**src/rtl/io_conditioner_if.sv**
```systemverilog
// Pin-side bundle of the input conditioner: raw pin levels in, conditioned
// levels, event pulses and the synchronised reset out.
interface io_conditioner_if #(
    parameter int N = 12
);
    logic [N-1:0] raw_in;
    logic [N-1:0] level;
    logic [N-1:0] rise;
    logic [N-1:0] fall;
    logic [N-1:0] long_press;
    logic         any_change;
    logic         rst_sync_;

    modport master (
        output raw_in,
        input  level, rise, fall, long_press, any_change, rst_sync_
    );

    modport slave (
        input  raw_in,
        output level, rise, fall, long_press, any_change, rst_sync_
    );
endinterface

```
**src/rtl/io_conditioner.sv**
```systemverilog
// Board input conditioner: per-channel polarity fix, synchroniser, debouncer,
// edge and long-press pulses, plus an async-assert/sync-release reset.
module io_cond_lane #(
    parameter int DEBOUNCE_CYCLES = 500000,
    parameter int LONG_CYCLES     = 50000000
) (
    input  logic clk,
    input  logic rst_,
    input  logic s_i,
    output logic level_o,
    output logic rise_o,
    output logic fall_o,
    output logic long_o,
    output logic chg_d_o
);
    localparam int DW = $clog2(DEBOUNCE_CYCLES + 1);
    localparam int HW = $clog2(LONG_CYCLES + 1);
    localparam logic [DW-1:0] DB_LAST   = DW'(DEBOUNCE_CYCLES - 1);
    localparam logic [HW-1:0] HOLD_LAST = HW'(LONG_CYCLES - 1);
    localparam logic [HW-1:0] HOLD_MAX  = HW'(LONG_CYCLES);

    logic [DW-1:0] cnt_q, cnt_d;
    logic [HW-1:0] hold_q, hold_d;
    logic          level_q, level_d;
    logic          rise_q, fall_q, long_q;
    logic          long_d;

    always_comb begin
        cnt_d   = '0;
        level_d = level_q;
        if (s_i != level_q) begin
            if (cnt_q == DB_LAST) level_d = s_i;
            else                  cnt_d   = cnt_q + 1'b1;
        end
        // Hold count is 0 in the rise cycle and saturates so a press pulses once.
        hold_d = '0;
        if (level_q) hold_d = (hold_q == HOLD_MAX) ? hold_q : hold_q + 1'b1;
        long_d = level_q & level_d & (hold_q == HOLD_LAST);
    end

    always_ff @(posedge clk or negedge rst_) begin
        if (!rst_) begin
            cnt_q   <= '0;
            hold_q  <= '0;
            level_q <= 1'b0;
            rise_q  <= 1'b0;
            fall_q  <= 1'b0;
            long_q  <= 1'b0;
        end else begin
            cnt_q   <= cnt_d;
            hold_q  <= hold_d;
            level_q <= level_d;
            rise_q  <= level_d & ~level_q;
            fall_q  <= ~level_d & level_q;
            long_q  <= long_d;
        end
    end

    assign level_o = level_q;
    assign rise_o  = rise_q;
    assign fall_o  = fall_q;
    assign long_o  = long_q;
    assign chg_d_o = level_d ^ level_q;
endmodule

module io_conditioner #(
    parameter int           N               = 12,
    parameter int           SYNC_STAGES     = 2,
    parameter int           DEBOUNCE_CYCLES = 500000,
    parameter int           LONG_CYCLES     = 50000000,
    parameter logic [N-1:0] INVERT          = N'(3)
) (
    input  logic        clk,
    input  logic        rst_,
    io_conditioner_if.slave io
);
    logic [SYNC_STAGES-1:0][N-1:0] sync_q;
    logic [SYNC_STAGES-1:0]        rs_q;
    logic [N-1:0] level_w, rise_w, fall_w, long_w, chg_d;
    logic         any_q;

    always_ff @(posedge clk or negedge rst_) begin
        if (!rst_) begin
            sync_q <= '0;
            rs_q   <= '0;
            any_q  <= 1'b0;
        end else begin
            sync_q <= {sync_q[SYNC_STAGES-2:0], io.raw_in ^ INVERT};
            rs_q   <= {rs_q[SYNC_STAGES-2:0], 1'b1};
            any_q  <= |chg_d;
        end
    end

    io_cond_lane #(
        .DEBOUNCE_CYCLES(DEBOUNCE_CYCLES),
        .LONG_CYCLES    (LONG_CYCLES)
    ) u_lane [N-1:0] (
        .clk    (clk),
        .rst_   (rst_),
        .s_i    (sync_q[SYNC_STAGES-1]),
        .level_o(level_w),
        .rise_o (rise_w),
        .fall_o (fall_w),
        .long_o (long_w),
        .chg_d_o(chg_d)
    );

    assign io.level      = level_w;
    assign io.rise       = rise_w;
    assign io.fall       = fall_w;
    assign io.long_press = long_w;
    assign io.any_change = any_q;
    assign io.rst_sync_  = rs_q[SYNC_STAGES-1];
endmodule

```
**src/flat_wrapper.sv**
```systemverilog
// flat-port wrapper written by rule: the top's interface ports become plain ports
module io_conditioner_flat 
#(
    parameter int           N               = 12,
    parameter int           SYNC_STAGES     = 2,
    parameter int           DEBOUNCE_CYCLES = 500000,
    parameter int           LONG_CYCLES     = 50000000,
    parameter logic [N-1:0] INVERT          = N'(3)
)
  (clk, rst_, io_raw_in, io_level, io_rise, io_fall, io_long_press, io_any_change, io_rst_sync_);
  io_conditioner_if #(.N(N)) io_i ();
  input  logic clk;
  input  logic rst_;
  input wire logic [$bits(io_i.raw_in)-1:0] io_raw_in;
  output wire logic [$bits(io_i.level)-1:0] io_level;
  output wire logic [$bits(io_i.rise)-1:0] io_rise;
  output wire logic [$bits(io_i.fall)-1:0] io_fall;
  output wire logic [$bits(io_i.long_press)-1:0] io_long_press;
  output wire logic [$bits(io_i.any_change)-1:0] io_any_change;
  output wire logic [$bits(io_i.rst_sync_)-1:0] io_rst_sync_;
  assign io_i.raw_in = io_raw_in;
  assign io_level = io_i.level;
  assign io_rise = io_i.rise;
  assign io_fall = io_i.fall;
  assign io_long_press = io_i.long_press;
  assign io_any_change = io_i.any_change;
  assign io_rst_sync_ = io_i.rst_sync_;
  io_conditioner #(.N(N), .SYNC_STAGES(SYNC_STAGES), .DEBOUNCE_CYCLES(DEBOUNCE_CYCLES), .LONG_CYCLES(LONG_CYCLES), .INVERT(INVERT)) u_core (.clk(clk), .rst_(rst_), .io(io_i));
endmodule
```
**config.mk**
```make
export PLATFORM = sky130hd
export DESIGN_NAME = io_conditioner_flat
export DESIGN_NICKNAME = d
export VERILOG_FILES = /design/src/rtl/io_conditioner_if.sv /design/src/rtl/io_conditioner.sv /design/src/flat_wrapper.sv
export SDC_FILE = /design/constraint.sdc
export NUM_CORES = 1
export LEC_CHECK = 0
export BUFFER_PORTS_ARGS = -buffer_cell sky130_fd_sc_hd__buf_2
export CAP_MARGIN = 20
export CORE_ASPECT_RATIO = 2
export CORE_UTILIZATION = 30
export CTS_BUF_LIST = sky130_fd_sc_hd__clkbuf_4 sky130_fd_sc_hd__clkbuf_8
export DETAILED_ROUTE_END_ITERATION = 7
export SLEW_MARGIN = 30
export SYNTH_ARGS = -nofsm -noshare
export SYNTH_HDL_FRONTEND = slang
export SYNTH_SLANG_ARGS = --single-unit
export TNS_END_PERCENT = 20
```
**constraint.sdc**
```tcl
create_clock -name clk -period 3.18 [get_ports clk]
set_input_delay 0.318 -clock clk [delete_from_list [all_inputs] [get_ports clk]]
set_output_delay 0.318 -clock clk [all_outputs]
set_load 0.05 [all_outputs]
```
==> results of run 1 <==
cells in the final DEF, fill, tap and decap left out, drive strengths merged, types with 24 or more instances in the layout:
cell type / count
dfrtp: 615
nor4: 63
nand2: 190
inv: 86
clkbuf: 146
nor2: 599
and4: 51
nor3: 60
nand3: 231
and2: 28
nor4b: 29
nand4: 133
xnor2: 165
ha: 72
and3: 66
mux2i: 24
xor2: 324
buf: 98
cell type report:
type,instances,area [um2],share of cell area
sequential,615,15400,0.454
multi-input combinational,2196,13600,0.401
clock buffer,146,1880,0.0555
tap,1320,1650,0.0488
timing repair buffer,111,781,0.0231
inverter,89,334,0.00987
clock inverter,23,254,0.00750
antenna,3,7.51,0.000222
routing by layer:
| layer | track usage | routed length [um] |
|---|---|---|
| met3 | 0.0237 | 1920 |
| met4 | 0.0604 | 2290 |
| met5 | 0 | 0 |
| met2 | 0.249 | 35200 |
| met1 | 0.131 | 24000 |
critical path: stages, from the launching register on:
cell,delay (ps)
dfrtp_1,410
or4_1,580
nor4_1,430
mux2i_1,280
inv_1,110
ha_1,280
nand4_1,270
or3_1,430
kinds of logic after synthesis:
kind of cell    count (synthesis)
compound gates                 45
xor+xnor                      489
fa+ha+maj                      72
buf+inv                       206
flops                         615
mux                            24
other cells                     1
simple gates                 1565
through the flow:
step,total power [W],hold slack [ps],area (um2)
final,0.0157,197,33900
after floorplan,0.00818,22.4,30000
after global routing,0.0164,151,33900
after detailed placement,0.00841,241,31600
after CTS,0.0160,90.6,33900
after global placement,0.00840,244,31600
timing repair:
action	4_1_cts	5_1_grt
gates resized for setup	0	0
setup endpoints to repair	0	0
hold buffers	14	0
hold endpoints to repair	420	0
Yosys cell counts, types with 11 or more instances:
cell type / n
a21oi_1: 19
and2_1: 28
and3_1: 65
and4_1: 51
buf_2: 19
buf_4: 52
clkbuf_1: 42
dfrtp_1: 615
ha_1: 72
inv_1: 79
mux2i_1: 24
nand2_1: 190
nand2b_1: 11
nand3_1: 231
nand4_1: 133
nand4b_1: 18
nor2_1: 599
nor3_1: 57
nor4_1: 54
nor4b_1: 28
o21ai_0: 16
or2_2: 12
or3_1: 22
xnor2_1: 165
xor2_1: 324
power breakdown:
| part | leakage, nW | total [W] | internal, W | switching, W |
|---|---|---|---|---|
| combinational | 4.41 | 0.000336 | 0.0000866 | 0.000249 |
| clock | 1.12 | 0.00739 | 0.00411 | 0.00329 |
| sequential | 8.51 | 0.00793 | 0.00788 | 0.0000496 |
| total | 14.0 | 0.0157 | 0.0121 | 0.00359 |
flip-flops by register name, summed over array words and instances (netlist names):
register	cells
u_core.u_lane.hold_q	312
u_core.u_lane.cnt_q	228
u_core.u_lane.long_o	12
u_core.sync_q	24
u_core.u_lane.level_o	12
u_core.u_lane.fall_o	12
u_core.u_lane.rise_o	12
u_core.io.any_change	1
u_core.rs_q	2
final timing paths:
| kind | end |
|---|---|
| max in group asynchronous | u_core.u_lane[4].hold_q[22]$_DFFE_PN0P_ |
| max | u_core.io.any_change$_DFF_PN0_ |
| min in group asynchronous | u_core.u_lane[9].cnt_q[8]$_DFF_PN0_ |
| min | u_core.sync_q[5]$_DFF_PN0_ |
| max reg2reg | u_core.io.any_change$_DFF_PN0_ |
| min reg2reg | u_core.sync_q[14]$_DFF_PN0_ |
==> metrics.yaml, run 1 <==
worstMarginPinSlew_ps: 897
postSynthAreaPerCell_um2: 9.93
start_kind: "flip-flop"
drv_slew: 0
min_from: "io_raw_in[5]"
clkLatencyLatePin_ps: 760
period_share: 0.912
cts_tree: "built"
synth_mux_area_frac: 0.00802
dp_hpwl_um: 43700
rsz0062_at_grt: "false"
die-area_um2: 101000
post-route-drc-count: 0
syn_to_final_growth_pct: 13.1
min_path_cells: 2
nets: 3192
synth_ff_type: "dfrtp_1"
rows: 163
grt_pass1_wl_um: 108000
clk_pin_slew_ps: 70
root_buffer: "clkbuf_8"
hold_path_class: "input port to flip-flop"
place_ws_ps: 125
grt_usage: 0.129
yosys.area.top_type: "dfrtp_1"
synth_top_area_share: 0.514
synth-async-reset-ratio: 1.00
r2r_setup_slack_ps: 280
ctsLongestPathBuffers: 3
cts_buffers: 93
vias_per_cell: 4.68
crit_required_ps: 3820
critPathLaunch: "u_core.u_lane[2].cnt_q[11]$_DFF_PN0_"
synth_simple_gate_area_frac: 0.263
postCtsSetupBuffers: 0
syn_area_um2: 30000
yosysSeqAreaShare: 0.514
synthCells: 3017
synth_seq_cells: 615
period_needed_ps: 2900
hold_viol_final: 0
dieHeight_um: 449
crit_path_end_kind: "flip-flop"
grt_overflow: 0
ir_drop_v: 0.000260
yosysWarnings: 0
wl_per_cell_um: 14.1
fin_setup_tns_ps: 0
fillers: 10200
drtAntennaViolNets: 0
vias: 21100
reg2regPathDepth: 7
clkSinkCount: 615
first_pass_iters: 6
final_cells: 4503
grt_pass1_vias: 22300
htree_levels: 3
yosys.area_share.xor_xnor: 0.143
worst_slack_ps: 281
synthAdderAreaFrac: 0.0301
outcome: "complete, no violations"
synth.net_count: 3103
core_region_area_um2: 98700
cp_data_arrival_time_ps: 3540
drive_above_1_share: 0.0950
fin_skew_ps: 30.8
fmax_mhz: 345
finalSetupViolCount: 0
place_congestion: 0.818
finish.utilization: 0.343
grt_max_degree: 128
initial_core_util: 0.303
yosysUniqueCellTypes: 52
leakage_nw: 14.0
yosys-top-cells-area: "dfrtp_1 (51%), xor2_1 (9.5%), nor2_1 (7.5%)"
drv_cap: 0
routed_wl_um: 63500
critPathMaxFanout: 4
io-pin-count: 64
numPortBuffers: 63
synth_top_family_by_area: "simple AND/OR/NAND/NOR gates"
slew-limit-headroom: 0.397
drt_iter0_drc: 835
dp.cells: 4317
worstSetupPathType: "flip-flop to flip-flop"
power.density_nw_per_um2: 462
die_w_um: 225
rr_startpoint: "u_core.u_lane[2].cnt_q[11]$_DFF_PN0_"
synth_edf_count: 0
synth_compound_area_frac: 0.00840
antenna_found_initial: 4
Note: power is estimated with default switching activity, not from simulation.
==> run 2, diff against run 1 <==
--- a/config.mk
+++ b/config.mk
@@ -5,12 +5,16 @@
 export SDC_FILE = /design/constraint.sdc
 export NUM_CORES = 1
 export LEC_CHECK = 0
+export ABC_AREA = 1
 export BUFFER_PORTS_ARGS = -buffer_cell sky130_fd_sc_hd__buf_2
 export CAP_MARGIN = 20
+export CELL_PAD_IN_SITES_DETAIL_PLACEMENT = 1
+export CELL_PAD_IN_SITES_GLOBAL_PLACEMENT = 1
 export CORE_ASPECT_RATIO = 2
 export CORE_UTILIZATION = 30
 export CTS_BUF_LIST = sky130_fd_sc_hd__clkbuf_4 sky130_fd_sc_hd__clkbuf_8
 export DETAILED_ROUTE_END_ITERATION = 7
+export PLACE_DENSITY_LB_ADDON = 0.1
 export SLEW_MARGIN = 30
 export SYNTH_ARGS = -nofsm -noshare
 export SYNTH_HDL_FRONTEND = slang
==> metrics.yaml, run 2 <==
synthAdderAreaFrac: 0.0257
dr_wl_met3_um: 2730
antenna_found_initial: 2
die-area_um2: 118000
rows: 177
period_needed_ps: 2680
place_congestion: 0.818
syn_to_final_growth_pct: 13.6
wl_per_cell_um: 16.5
ctsLongestPathBuffers: 3
grt_usage: 0.190
yosysWarnings: 0
drive_above_1_share: 0.0912
multi_input_area_um2: 17300
leakage_nw: 16.6
routed_wl_um: 109000
clkLatencyLatePin_ps: 810
root_buffer: "clkbuf_8"
route.met2.wl_um: 63900
postSynthAreaPerCell_um2: 7.21
drt_iter0_drc: 825
htree_levels: 3
synth_top_area_share: 0.438
top_layer_used: "met4"
fillers: 14500
cp_data_arrival_time_ps: 3340
slew-limit-headroom: 0.471
post-route-drc-count: 0
seqCellArea_um2: 15400
die_w_um: 244
yosysUniqueCellTypes: 46
reg.largest.list: "u_core.u_lane.hold_q: 312 flops, u_core.u_lane.cnt_q: 228 flops, u_core.sync_q: 24 flops"
dp_hpwl_um: 83800
finish.utilization: 0.343
dp.cells: 6414
numPortBuffers: 63
finalSetupViolCount: 0
synth.net_count: 4958
drtAntennaViolNets: 0
crit_required_ps: 3850
outcome: "complete, no violations"
grt_overflow: 0
clkSinkCount: 615
grt_pass1_wl_um: 179000
worstMarginPinSlew_ps: 788
fmax_mhz: 374
nets: 5100
io-pin-count: 64
ys_top_cells_by_count: "nand2_1 (1227), nor2_1 (1185), dfrtp_1 (615)"
final_common_cell: "nand2_1"
largest-register: "u_core.u_lane.hold_q"
critPathMaxFanout: 4
wl_met1_um: 38700
largest_reg_flops: 312
synth_mux_area_frac: 0
yosysSeqAreaShare: 0.438
fin_setup_tns_ps: 0
period_share: 0.842
synth_edf_count: 0
crit_path_end_kind: "flip-flop"
vias_per_cell: 4.70
cts_tree: "built"
vias: 31100
drv_slew: 0
yosys.area.top_type: "dfrtp_1"
grt_max_degree: 74
synthCells: 4872
total_power_w: 0.0168
final_cells: 6623
synth_simple_gate_area_frac: 0.379
yosys.area_share.xor_xnor: 0.0407
cts_buffers: 104
power.density_nw_per_um2: 421
worstSetupPathType: "flip-flop to flip-flop"
dieHeight_um: 486
first_pass_iters: 4
synth_ff_type: "dfrtp_1"
synth-async-reset-ratio: 1.00
start_kind: "flip-flop"
synth_top_family_by_area: "simple AND/OR/NAND/NOR gates"
yosys-top-cells-area: "dfrtp_1 (44%), nand2_1 (13%), nor2_1 (13%)"
syn_area_um2: 35100
hold_path_class: "input port to flip-flop"
yosysMostFrequentCell: "nand2_1"
synth_seq_cells: 615
fin_skew_ps: 35.3
rsz0062_at_grt: "false"
core_region_area_um2: 116000
hold_viol_final: 0
drv_cap: 0
final_cell_mix: "nand2_1 (1227), nor2_1 (1185), dfrtp_1 (615)"
clk_pin_slew_ps: 70
grt_pass1_vias: 34200
ir_drop_v: 0.000348
synth_compound_area_frac: 0.0473
initial_core_util: 0.302
[run 2: report_power, final]
group / internal, W / switching, W / total [W]
Sequential: 0.00788 / 0.0000422 / 0.00792
Combinational: 0.000107 / 0.000291 / 0.000398
Clock: 0.00482 / 0.00366 / 0.00848
Total: 0.0128 / 0.00399 / 0.0168
[run 2: routing by layer]
layer / GRT usage / vias to the layer above
met5: 0 / -
li1: - / 15500
met4: 0.0755 / 0
met3: 0.0263 / 192
met2: 0.393 / 323
met1: 0.180 / 15100
[run 2: final cells by class]
type | count | share of cell area
multi-input cells | 3662 | 0.433
flip-flops and latches | 615 | 0.386
clock buffers | 160 | 0.0511
well taps | 1521 | 0.0477
inverters | 506 | 0.0476
repair buffers | 125 | 0.0242
clock inverters | 32 | 0.0102
diodes | 2 | 0.000125
[run 2: final timing paths]
path | slack (ps) | to | cells past startpoint | start
setup / recovery | 500 | u_core.io.any_change$_DFF_PN0_ | 11 | u_core.u_lane[10].cnt_q[0]$_DFF_PN0_
hold / removal | 160 | u_core.sync_q[2]$_DFF_PN0_ | 2 | io_raw_in[2]
setup reg to reg | 500 | u_core.io.any_change$_DFF_PN0_ | 11 | u_core.u_lane[10].cnt_q[0]$_DFF_PN0_
hold reg to reg | 340 | u_core.sync_q[17]$_DFF_PN0_ | 0 | u_core.sync_q[5]$_DFF_PN0_
max in group asynchronous | 1850 | u_core.u_lane[2].hold_q[10]$_DFFE_PN0P_ | 4 | rst_
min in group asynchronous | 550 | u_core.u_lane[9].cnt_q[3]$_DFF_PN0_ | 3 | rst_
[run 2: cells by family after synthesis]
logic type,count (synthesis)
AOI/OAI and AO/OA,311
xor gates and xnor gates,163
adders and majority gates,72
buffers and inverters,595
DFF,615
other,1
and+or+nand+nor,3115
[run 2: stage by stage]
step / hold WS [ps] / cell area [um2] / worst slack, ps
2_1_floorplan: 22.4 / 35100 / 1150
3_5_place_dp: 301 / 37300 / 467
4_1_cts: 48.8 / 39900 / 436
6_report: 158 / 39900 / 503
5_1_grt: 80.1 / 39900 / 269
3_3_place_gp: 300 / 37300 / 520
[run 2: critical path, stage by stage, from the launching register on]
cell	delay [ps]
dfrtp_1	370
ha_1	220
nand2_1	100
inv_1	80
nand2_1	70
nor2_1	150
nand3_1	180
o21ai_1	210
inv_1	100
ha_1	370
nand4_1	270
or3_1	410
[run 2: timing repair]
item / in CTS / in global routing
buffers inserted: 0 / 0
hold endpoints to repair: 465 / 0
resized for setup: 0 / 0
hold buffers: 15 / 0
==> run 3, diff against run 2 <==
==> constraint.sdc (replaced) <==
create_clock -name clk -period 2.7 [get_ports clk]
set_input_delay 0.27 -clock clk [delete_from_list [all_inputs] [get_ports clk]]
set_output_delay 0.27 -clock clk [all_outputs]
set_load 0.05 [all_outputs]
==> metrics.yaml, run 3 (synthesized netlist as in run 2, its figures left out) <==
cell_internal_pwr_w: 0.0143
grt_overflow: 0
clkLatencyLatePin_ps: 810
critPathLaunch: "u_core.u_lane[2].cnt_q[0]$_DFF_PN0_"
grt_pass1_vias: 34400
finish.utilization: 0.342
fmax_mhz: 394
critPathMaxFanout: 4
die-area_um2: 118000
drv_slew: 0
syn_to_final_growth_pct: 13.4
cp_data_arrival_time_ps: 3220
hold_path_class: "input port to flip-flop"
period_needed_ps: 2540
vias: 31200
leakage_nw: 16.6
final_common_cell: "nand2_1"
finalSetupViolCount: 0
cts_tree: "built"
rr_startpoint: "u_core.u_lane[2].cnt_q[0]$_DFF_PN0_"
routed_wl_um: 109000
drt_iter0_drc: 819
reg2regPathDepth: 9
initial_core_util: 0.302
slew-limit-headroom: 0.538
period_share: 0.939
worst_path_largest_cell_delay_ps: 440
post-route-drc-count: 0
worstSetupPathType: "flip-flop to flip-flop"
drtAntennaViolNets: 0
drv_cap: 0
die_w_um: 244
crit_chain: "ha_1 > nand3_1 > nor2_1 > nand3_1 > o21ai_1 > inv_1 > ha_1 > nand4_1 > or3_1"
power.density_nw_per_um2: 477
largest-register: "u_core.u_lane.hold_q"
clk_pin_slew_ps: 70
htree_levels: 3
total_power_w: 0.0190
io-pin-count: 64
r2r_setup_slack_ps: 160
nets: 5126
rsz0062_at_grt: "false"
dieHeight_um: 486
start_kind: "flip-flop"
setup.worst_path.end: "u_core.io.any_change$_DFF_PN0_"
cts_buffers: 103
grt_usage: 0.188
worstMarginPinSlew_ps: 688
regToRegEndpoint: "u_core.io.any_change$_DFF_PN0_"
vias_per_cell: 4.70
critPathSlowestCell: "or3_1"
root_buffer: "clkbuf_8"
combPwrFrac: 0.024
p_seq_frac: 0.491
fin_skew_ps: 33.7
rows: 177
final_cells: 6641
switching_power_w: 0.00467
crit_required_ps: 3380
dp_hpwl_um: 83800
first_pass_iters: 4
hold_viol_final: 0
antenna_found_initial: 1
crit_path_end_kind: "flip-flop"
dp.cells: 6440
clkSinkCount: 615
stdcell_area_um2: 39800
wl_per_cell_um: 16.4
netSwitchingFraction: 0.246
drive_above_1_share: 0.0953
fin_setup_tns_ps: 0
pwr-share-clk: 0.485
outcome: "complete, no violations"
placed_area_um2: 37400
reg.largest.list: "u_core.u_lane.hold_q: 312 flops, u_core.u_lane.cnt_q: 228 flops, u_core.sync_q: 24 flops"
ir_drop_v: 0.000383
grt_max_degree: 100
numPortBuffers: 63
ctsLongestPathBuffers: 3
final_cell_mix: "nand2_1 (1227), nor2_1 (1184), dfrtp_1 (615)"
core_region_area_um2: 116000
grt_pass1_wl_um: 178000
largest_reg_flops: 312
place_congestion: 0.822
run 3: cell count changes in the layout (fill, tap and decap cells not counted), sizes merged:
| cell | before | now |
|---|---|---|
| buf | 111 | 137 |
| bufinv | 9 | 3 |
| clkinv | 22 | 21 |
| diode | 2 | 1 |
| inv | 504 | 505 |
| clkinvlp | 3 | 6 |
| dlygate4sd3 | 14 | 15 |
| clkbuf | 160 | 155 |
run 3: power groups by stage:
stage	registers (W)	clock network (W)	logic (W)
after floorplan	0.00949	0	0.000133
after global placement	0.00950	0	0.000464
after detailed placement	0.00950	0	0.000467
after CTS	0.00933	0.00971	0.000486
after global routing	0.00933	0.0100	0.000533
final	0.00933	0.00920	0.000455
run 3: final cells by class:
class,instances,area (um2)
Clock inverter,29,250
Timing Repair Buffer,152,1110
Antenna cell,1,2.50
Inverter,506,1900
Multi-Input combinational cell,3662,17300
Sequential cell,615,15400
Clock buffer,155,1960
Fill cell,14500,76400
Tap cell,1521,1900
run 3: worst min path at each step:
stage | endpoint | slack, ps | startpoint | depth (start not counted)
after floorplan | u_core.io.any_change$_DFF_PN0_ | -30 | rst_ | 0
after global placement | u_core.u_lane[9].hold_q[23]$_DFFE_PN0P_ | 140 | rst_ | 1
after detailed placement | u_core.u_lane[9].hold_q[23]$_DFFE_PN0P_ | 140 | rst_ | 1
after CTS | u_core.sync_q[2]$_DFF_PN0_ | 10 | io_raw_in[2] | 2
after global routing | u_core.sync_q[2]$_DFF_PN0_ | 70 | io_raw_in[2] | 2
final | u_core.sync_q[2]$_DFF_PN0_ | 110 | io_raw_in[2] | 2
run 3: per-stage QoR:
stage	hold slack, ps	setup WS (ps)
2_1_floorplan	-25.6	675
3_3_place_gp	143	23.3
3_5_place_dp	144	-19.8
4_1_cts	13.9	35.4
5_1_grt	69.1	10.2
6_report	108	164
run 3: timing repair:
action	in CTS	in global routing
setup endpoints to repair	1	1
hold buffers	15	0
hold endpoints to repair	596	0
gates resized for setup	1	7
pin swaps	1	2
setup buffers	0	1
run 3: routing by layer:
layer | track usage | routed length, um | vias up
met5 | 0 | 0 | -
met4 | 0.0718 | 3540 | 0
met3 | 0.0234 | 2420 | 195
met2 | 0.394 | 63700 | 294
met1 | 0.178 | 39000 | 15200
li1 | - | - | 15600
run 3: critical path: cells and delay by family, from the launching register on:
kind,cells,cell delay (ps)
AO/OA/AOI/OAI,1,180
flip-flops,1,370
adder cells (fa/ha/maj),2,580
AND/OR/NAND/NOR,5,1190
buffers and inverters,1,100
